## src/rtl/x_counter_pkg.sv

```systemverilog
// Shared types and helpers for the x_counter_updown family.
// Optional prescaler is enabled by defining X_COUNTER_PRESCALE_EN.
package x_counter_pkg;

    typedef enum logic {
        MODE_WRAP = 1'b0,
        MODE_SAT  = 1'b1
    } counter_mode_e;

    // All-ones value for a counter of the given width (width up to 63).
    function automatic logic [63:0] count_max(input int unsigned width);
        logic [63:0] v;
        v = 64'd0;
        for (int unsigned b = 0; b < 64; b++) begin
            if (b < width) begin
                v[b] = 1'b1;
            end
        end
        return v;
    endfunction

endpackage

```

## src/rtl/x_counter_prescale.sv

```systemverilog
// Divide-by-DIV enable prescaler: phase advances on enabled cycles only and
// o_tick is high while the phase sits at its last value.
module x_counter_prescale
    import x_counter_pkg::*;
#(
    parameter int unsigned DIV = 4
) (
    input  logic i_clk,
    input  logic i_rst_n,
    input  logic i_en,
    input  logic i_restart,
    output logic o_tick
);

    localparam int unsigned PW = $clog2(DIV);
    localparam logic [PW-1:0] PHASE_LAST = PW'(DIV - 1);

    logic [PW-1:0] r_phase;
    logic          w_at_last;

    assign w_at_last = (r_phase == PHASE_LAST);

    always_ff @(posedge i_clk) begin
        if (!i_rst_n) begin
            r_phase <= '0;
        end else if (i_restart) begin
            r_phase <= '0;
        end else if (i_en) begin
            r_phase <= w_at_last ? '0 : r_phase + PW'(1);
        end
    end

    assign o_tick = w_at_last;

endmodule

```

## src/rtl/x_counter_updown.sv

```systemverilog
// Parametrised up/down counter with wrap/saturate modes, clear, load and flags.
// Define X_COUNTER_PRESCALE_EN to gate stepping with a divide-by-DIV prescaler.
module x_counter_updown
    import x_counter_pkg::*;
#(
    parameter int unsigned   WIDTH = 8,
    parameter counter_mode_e MODE  = MODE_WRAP,
    parameter int unsigned   DIV   = 4
) (
    input  logic             i_clk,
    input  logic             i_rst_n,
    input  logic             i_en,
    input  logic             i_up,
    input  logic             i_clr,
    input  logic             i_load,
    input  logic [WIDTH-1:0] i_load_val,
    output logic [WIDTH-1:0] o_count,
    output logic             o_tc,
    output logic             o_sat,
    output logic             o_zero
);

    localparam logic [WIDTH-1:0] CNT_MAX = WIDTH'(count_max(WIDTH));
    localparam logic             IS_SAT  = (MODE == MODE_SAT);

    generate
        if (WIDTH < 2) begin : g_bad_width
            $error("x_counter_updown: WIDTH must be at least 2");
        end
        if (DIV < 2) begin : g_bad_div
            $error("x_counter_updown: DIV must be at least 2");
        end
    endgenerate

    logic [WIDTH-1:0] r_count;
    logic             r_tc;
    logic             r_sat;
    logic             r_zero;

    logic             w_tick;
    logic             w_step;
    logic [WIDTH:0]   w_inc;
    logic [WIDTH:0]   w_dec;
    logic [WIDTH-1:0] w_next_count;
    logic             w_next_tc;
    logic             w_next_sat;

`ifdef X_COUNTER_PRESCALE_EN
    // Clear and load restart the phase so stepping is aligned to the new value.
    x_counter_prescale #(
        .DIV (DIV)
    ) u_prescale (
        .i_clk     (i_clk),
        .i_rst_n   (i_rst_n),
        .i_en      (i_en),
        .i_restart (i_clr | i_load),
        .o_tick    (w_tick)
    );
`else
    assign w_tick = 1'b1;
`endif

    assign w_step = i_en & w_tick;
    assign w_inc  = {1'b0, r_count} + {{WIDTH{1'b0}}, 1'b1};
    assign w_dec  = {1'b0, r_count} - {{WIDTH{1'b0}}, 1'b1};

    always_comb begin
        w_next_count = r_count;
        w_next_tc    = 1'b0;
        w_next_sat   = r_sat;
        if (i_clr) begin
            w_next_count = '0;
            w_next_sat   = 1'b0;
        end else if (i_load) begin
            w_next_count = i_load_val;
            w_next_sat   = IS_SAT && ((i_load_val == '0) || (i_load_val == CNT_MAX));
        end else if (w_step) begin
            if (i_up) begin
                if (!IS_SAT) begin
                    w_next_count = w_inc[WIDTH-1:0];
                    w_next_tc    = w_inc[WIDTH];
                end else if (r_count == CNT_MAX) begin
                    w_next_sat   = 1'b1;
                end else begin
                    w_next_count = w_inc[WIDTH-1:0];
                    w_next_tc    = (w_inc[WIDTH-1:0] == CNT_MAX);
                    w_next_sat   = (w_inc[WIDTH-1:0] == CNT_MAX);
                end
            end else begin
                if (!IS_SAT) begin
                    w_next_count = w_dec[WIDTH-1:0];
                    w_next_tc    = w_dec[WIDTH];
                end else if (r_count == '0) begin
                    w_next_sat   = 1'b1;
                end else begin
                    w_next_count = w_dec[WIDTH-1:0];
                    w_next_tc    = (w_dec[WIDTH-1:0] == '0);
                    w_next_sat   = (w_dec[WIDTH-1:0] == '0);
                end
            end
        end
    end

    // Flags are registered from the next count so they line up with o_count.
    always_ff @(posedge i_clk) begin
        if (!i_rst_n) begin
            r_count <= '0;
            r_tc    <= 1'b0;
            r_sat   <= 1'b0;
            r_zero  <= 1'b1;
        end else begin
            r_count <= w_next_count;
            r_tc    <= w_next_tc;
            r_sat   <= w_next_sat;
            r_zero  <= (w_next_count == '0);
        end
    end

    assign o_count = r_count;
    assign o_tc    = r_tc;
    assign o_sat   = IS_SAT ? r_sat : 1'b0;
    assign o_zero  = r_zero;

endmodule

```

## config.mk

```make
export PLATFORM = sky130hd
export DESIGN_NAME = x_counter_updown
export DESIGN_NICKNAME = d
export VERILOG_FILES = /design/src/rtl/x_counter_pkg.sv /design/src/rtl/x_counter_prescale.sv /design/src/rtl/x_counter_updown.sv
export SDC_FILE = /design/constraint.sdc
export NUM_CORES = 1
export LEC_CHECK = 0
export CAP_MARGIN = 5
export CORE_MARGIN = 4
export CORE_UTILIZATION = 30
export CTS_CLUSTER_SIZE = 8
export DETAILED_ROUTE_END_ITERATION = 10
export DONT_BUFFER_PORTS = 1
export PLACE_DENSITY_LB_ADDON = 0.3
export SLEW_MARGIN = 0
export SYNTH_ARGS = -nofsm -noshare
export SYNTH_HDL_FRONTEND = slang
export SYNTH_SLANG_ARGS = --single-unit
```

## constraint.sdc

```tcl
create_clock -name i_clk -period 5 [get_ports i_clk]
set_clock_uncertainty 0.05 [all_clocks]
set_input_delay 1 -clock i_clk [delete_from_list [all_inputs] [get_ports i_clk]]
set_output_delay 1 -clock i_clk [all_outputs]
set_load 0.02 [all_outputs]
```

# Yosys cells after proc, flatten, opt, wreduce, memory -nomap -nowiden

Index checks and enable logic that the tools add are counted.

Muxes and demuxes: 5
Equality and inequality tests: 0
Shifts and indexed selects: 0
Add/sub/neg operators: 2
Divide/modulo/power cells: 0
Reduce and logical (&&, ||, !) cells: 2
Order comparisons: 0
Bitwise logic cells: 2
Multipliers: 0

Operator list:

| operator              | count |
|---|---|
| $mux W8               | 4 |
| $add A8 B1 Y9 const B | 1 |
| $sub A8 B1 Y9 const B | 1 |
| $logic_not A8 Y1      | 1 |
| $reduce_or A4 Y1      | 1 |
| $not A1 Y1            | 2 |
| $mux W1               | 1 |

Bits in writable memories: 0
Output and inout port bits: 11
Input port bits: 14
Memories: 0
Word-level logic and storage cells: 14
Register bits after elaboration: 10
Latch bits: 0
Memory bits (read-only): 0

# Longest topological paths before layout

Depth in word-level cells: 6
Gate-level depth with buffers: 8
Depth with buffers taken out: 8

# Least setup slack after synthesis

No wires, ideal clock.

Path type: input to register
Start: input i_up
End: register r_zero (netlist: o_zero)
Setup slack: 2,410 ps
Arrival: 2,422 ps
Path buffers: 1
Library setup time: 118 ps
Cell stages on the path: 7
Data required time: 4,832 ps
Cell sequence: buf_6 > or4_4 > o32ai_2 > nand2_1 > a2111o_1 > nand4_1 > o21ai_1

Word-level cells in the longest chain between the ends: 5

Ends and longest elaborated chain:

| element              | line                    | RTL |
|---|---|---|
| from (decl)          | x_counter_updown.sv:13  | `input logic i_up,` |
| $mux W8              | x_counter_updown.sv:78  | `if (i_up) begin` |
| $mux W8              | x_counter_updown.sv:77  | `end else if (w_step) begin` |
| $mux W8              | x_counter_updown.sv:74  | `end else if (i_load) begin` |
| $mux W8              | x_counter_updown.sv:71  | `if (i_clr) begin` |
| $logic_not A8 Y1     | x_counter_updown.sv:115 | `r_zero <= (w_next_count == '0);` |
| to (signal assigned) | x_counter_updown.sv:115 |  |
| to (decl)            | x_counter_updown.sv:38  | `logic r_zero;` |

Every way passes these cells.
A chain may end at the register's enable or synchronous reset.

# Worst setup path in the final report

Same ends and word-level chain as after synthesis.

==> impl_metrics.ini <==
[place]
dp_hpwl_um = 1350
pre_cts_ws_ns = 2.46
io_buffers = 0
dp_cells = 113
place.gp.congestion = 0.777

[clocking]
cts_sinks = 10
cts_tree = built
cts-hold-fix-buffers = 0
cts_setup_buffers = 0
cts_buffers = 3
root_buffer = clkbuf_4
post_cts_resize_count = 0
clk_pin_slew_ns = 0.07
clockBufferDepth = 2
cts_max_level = 1
clk_latency_ns = 0.26

[drt]
drc = 0
drt_iter0_drc = 8
vias = 650
viasPerCell = 5.56
wire_per_inst_um = 14.8
ant_nets = 0
wirelength_um = 1730
first_pass_iters = 4

[sta]
slew_violations = 0
clock.fmax_mhz = 439
layout_min_cycle_time_ns = 2.28
setup_slack_ns = 2.72
setup_violations = 0
hold_viol_final = 0
finalCritPeriodShare_pct = 45.5
fin_tns_setup_ns = 0
rsz0062_at_grt = false

[floorplanning]
io_pins = 25
rows = 17
start_util_pct = 32.2
die_h_um = 57.2
core_um2 = 2250
die_x_um = 57.2
dieArea_um2 = 3270

[layout]
fin_nets = 106
finalNonFillerCells = 117
antenna_cells = 0
area_growth_syn_to_layout_pct = 4.82
final_core_util_pct = 33.8
drive_gt1_share_pct = 12.4
fillCellCount = 253

[worst_setup_path]
critPathCaptureType = register
critPathKind = input port to register
worstPathMaxFanout = 7
required_ns = 5.11
arrival_ns = 2.38
crit_path_start_kind = input port

[synthesis]
synth.distinct_cells = 43
netlist_area_um2 = 727
yosys_warnings = 0
synth_ff_type = dfxtp_1
syn_nets = 107
synthesis.instances = 91
avgSynthCellArea_um2 = 7.99
synthArstFlopShare_pct = 0
synth-seq-area-share_pct = 27.5
synth_edf_count = 0
synth_seq_cells = 10

[power_and_ir_drop]
power_density_nw_per_um2 = 266
ir_worst_vdd_v = 0.000128
power_leakage_nw = 0.299

[global_route]
grt_max_degree = 17
grt_overflow = 0
antenna_found_initial = 0
grt_pass1_vias = 642
grtUsageTotal_pct = 11.3
grt_pass1_wl_um = 2950

[outcome]
status = completed

[min_path]
min_path_type = register to register

[flow_run]
drv_cap = 0
[cells in the final DEF, fill, tap and decap left out, types with 2 or more instances in the layout]
master and instances:
ha_1 2, nand4_1 2, o21ai_0 5, nand2_1 6, dfxtp_1 10, a21oi_1 2, nor4b_1 3, inv_1 5
and3_1 3, and4_2 2, nand2b_1 2, nor2b_1 2, xnor2_1 3, xor2_1 3, nand3_1 3, clkbuf_4 3
nor2_1 10
[flip-flops by register name, indices dropped and copies added (netlist names)]
register	flops
o_zero	1
o_count	8
o_tc	1
[critical path, cell delays in order]
cell and delay, ns:
or4_4 0.51, o32ai_2 0.24, nand2_1 0.09, a2111o_1 0.38, nand4_1 0.10, o21ai_1 0.06
[final timing paths]
check              from  endpoint  slack [ns]  depth (start not counted)
max                i_up    o_zero        2.72                          6
min          o_count[7]      o_tc        0.70                          2
max reg2reg  o_count[2]    o_zero        2.92                          6
min reg2reg  o_count[7]      o_tc        0.70                          2
[synthesized netlist by cell type, types with 2 or more instances]
library cell	number	share of area, %
o21ai_0	5	3.4
nand3_1	3	2.1
nor2_1	10	5.2
xor2_1	3	3.6
nand2b_1	2	1.7
and4_2	2	2.8
xnor2_1	3	3.6
a21oi_1	2	1.4
and3_1	3	2.6
nor4b_1	3	3.6
ha_1	2	3.4
clkbuf_1	2	1.0
dfxtp_1	10	28
nand4_1	2	1.7
nand2_1	6	3.1
inv_1	5	2.6
nor2b_1	2	1.7
[report_power, final]
part           switching, W  internal, W   total, W  leakage, nW
registers         0.0000124    0.0000838  0.0000962       0.0821
clock network     0.0000298    0.0000442  0.0000740       0.0210
logic             0.0000158    0.0000170  0.0000328        0.196
total             0.0000581     0.000145   0.000203        0.299
[layer usage]
metal / wire length (um) / GRT usage (%)
met5: 0 / 0
met3: 114 / 4.30
met2: 855 / 18.4
met1: 745 / 13.1
met4: 15 / 4.97
[area by class of cell]
cell class	count	area (um^2)	area share, %
Multi-Input combinational cell	70	472	61.9
Sequential cell	10	200	26.3
Clock buffer	4	36.3	4.76
Tap cell	28	35.0	4.60
Inverter	5	18.8	2.46
[per-stage QoR]
step | hold slack (ns) | total power (W) | cell area (um^2)
6_report | 0.702 | 0.000203 | 762
5_1_grt | 0.747 | 0.000213 | 762
4_1_cts | 0.688 | 0.000205 | 762
3_5_place_dp | 0.682 | 0.000131 | 726
3_3_place_gp | 0.678 | 0.000131 | 726
2_1_floorplan | 0.593 | 0.000128 | 727
[logic make-up after synthesis]
family	after synthesis	share of synthesized area (%)
AOI/OAI and AO/OA	20	20.1
xor gates and xnor gates	6	7.23
adders and majority gates	2	3.44
buffers and inverters	11	7.57
DFF	10	27.5
muxes	1	1.55
other	1	0.516
and+or+nand+nor	40	32.0
Power figures use the tool's default switching activity.
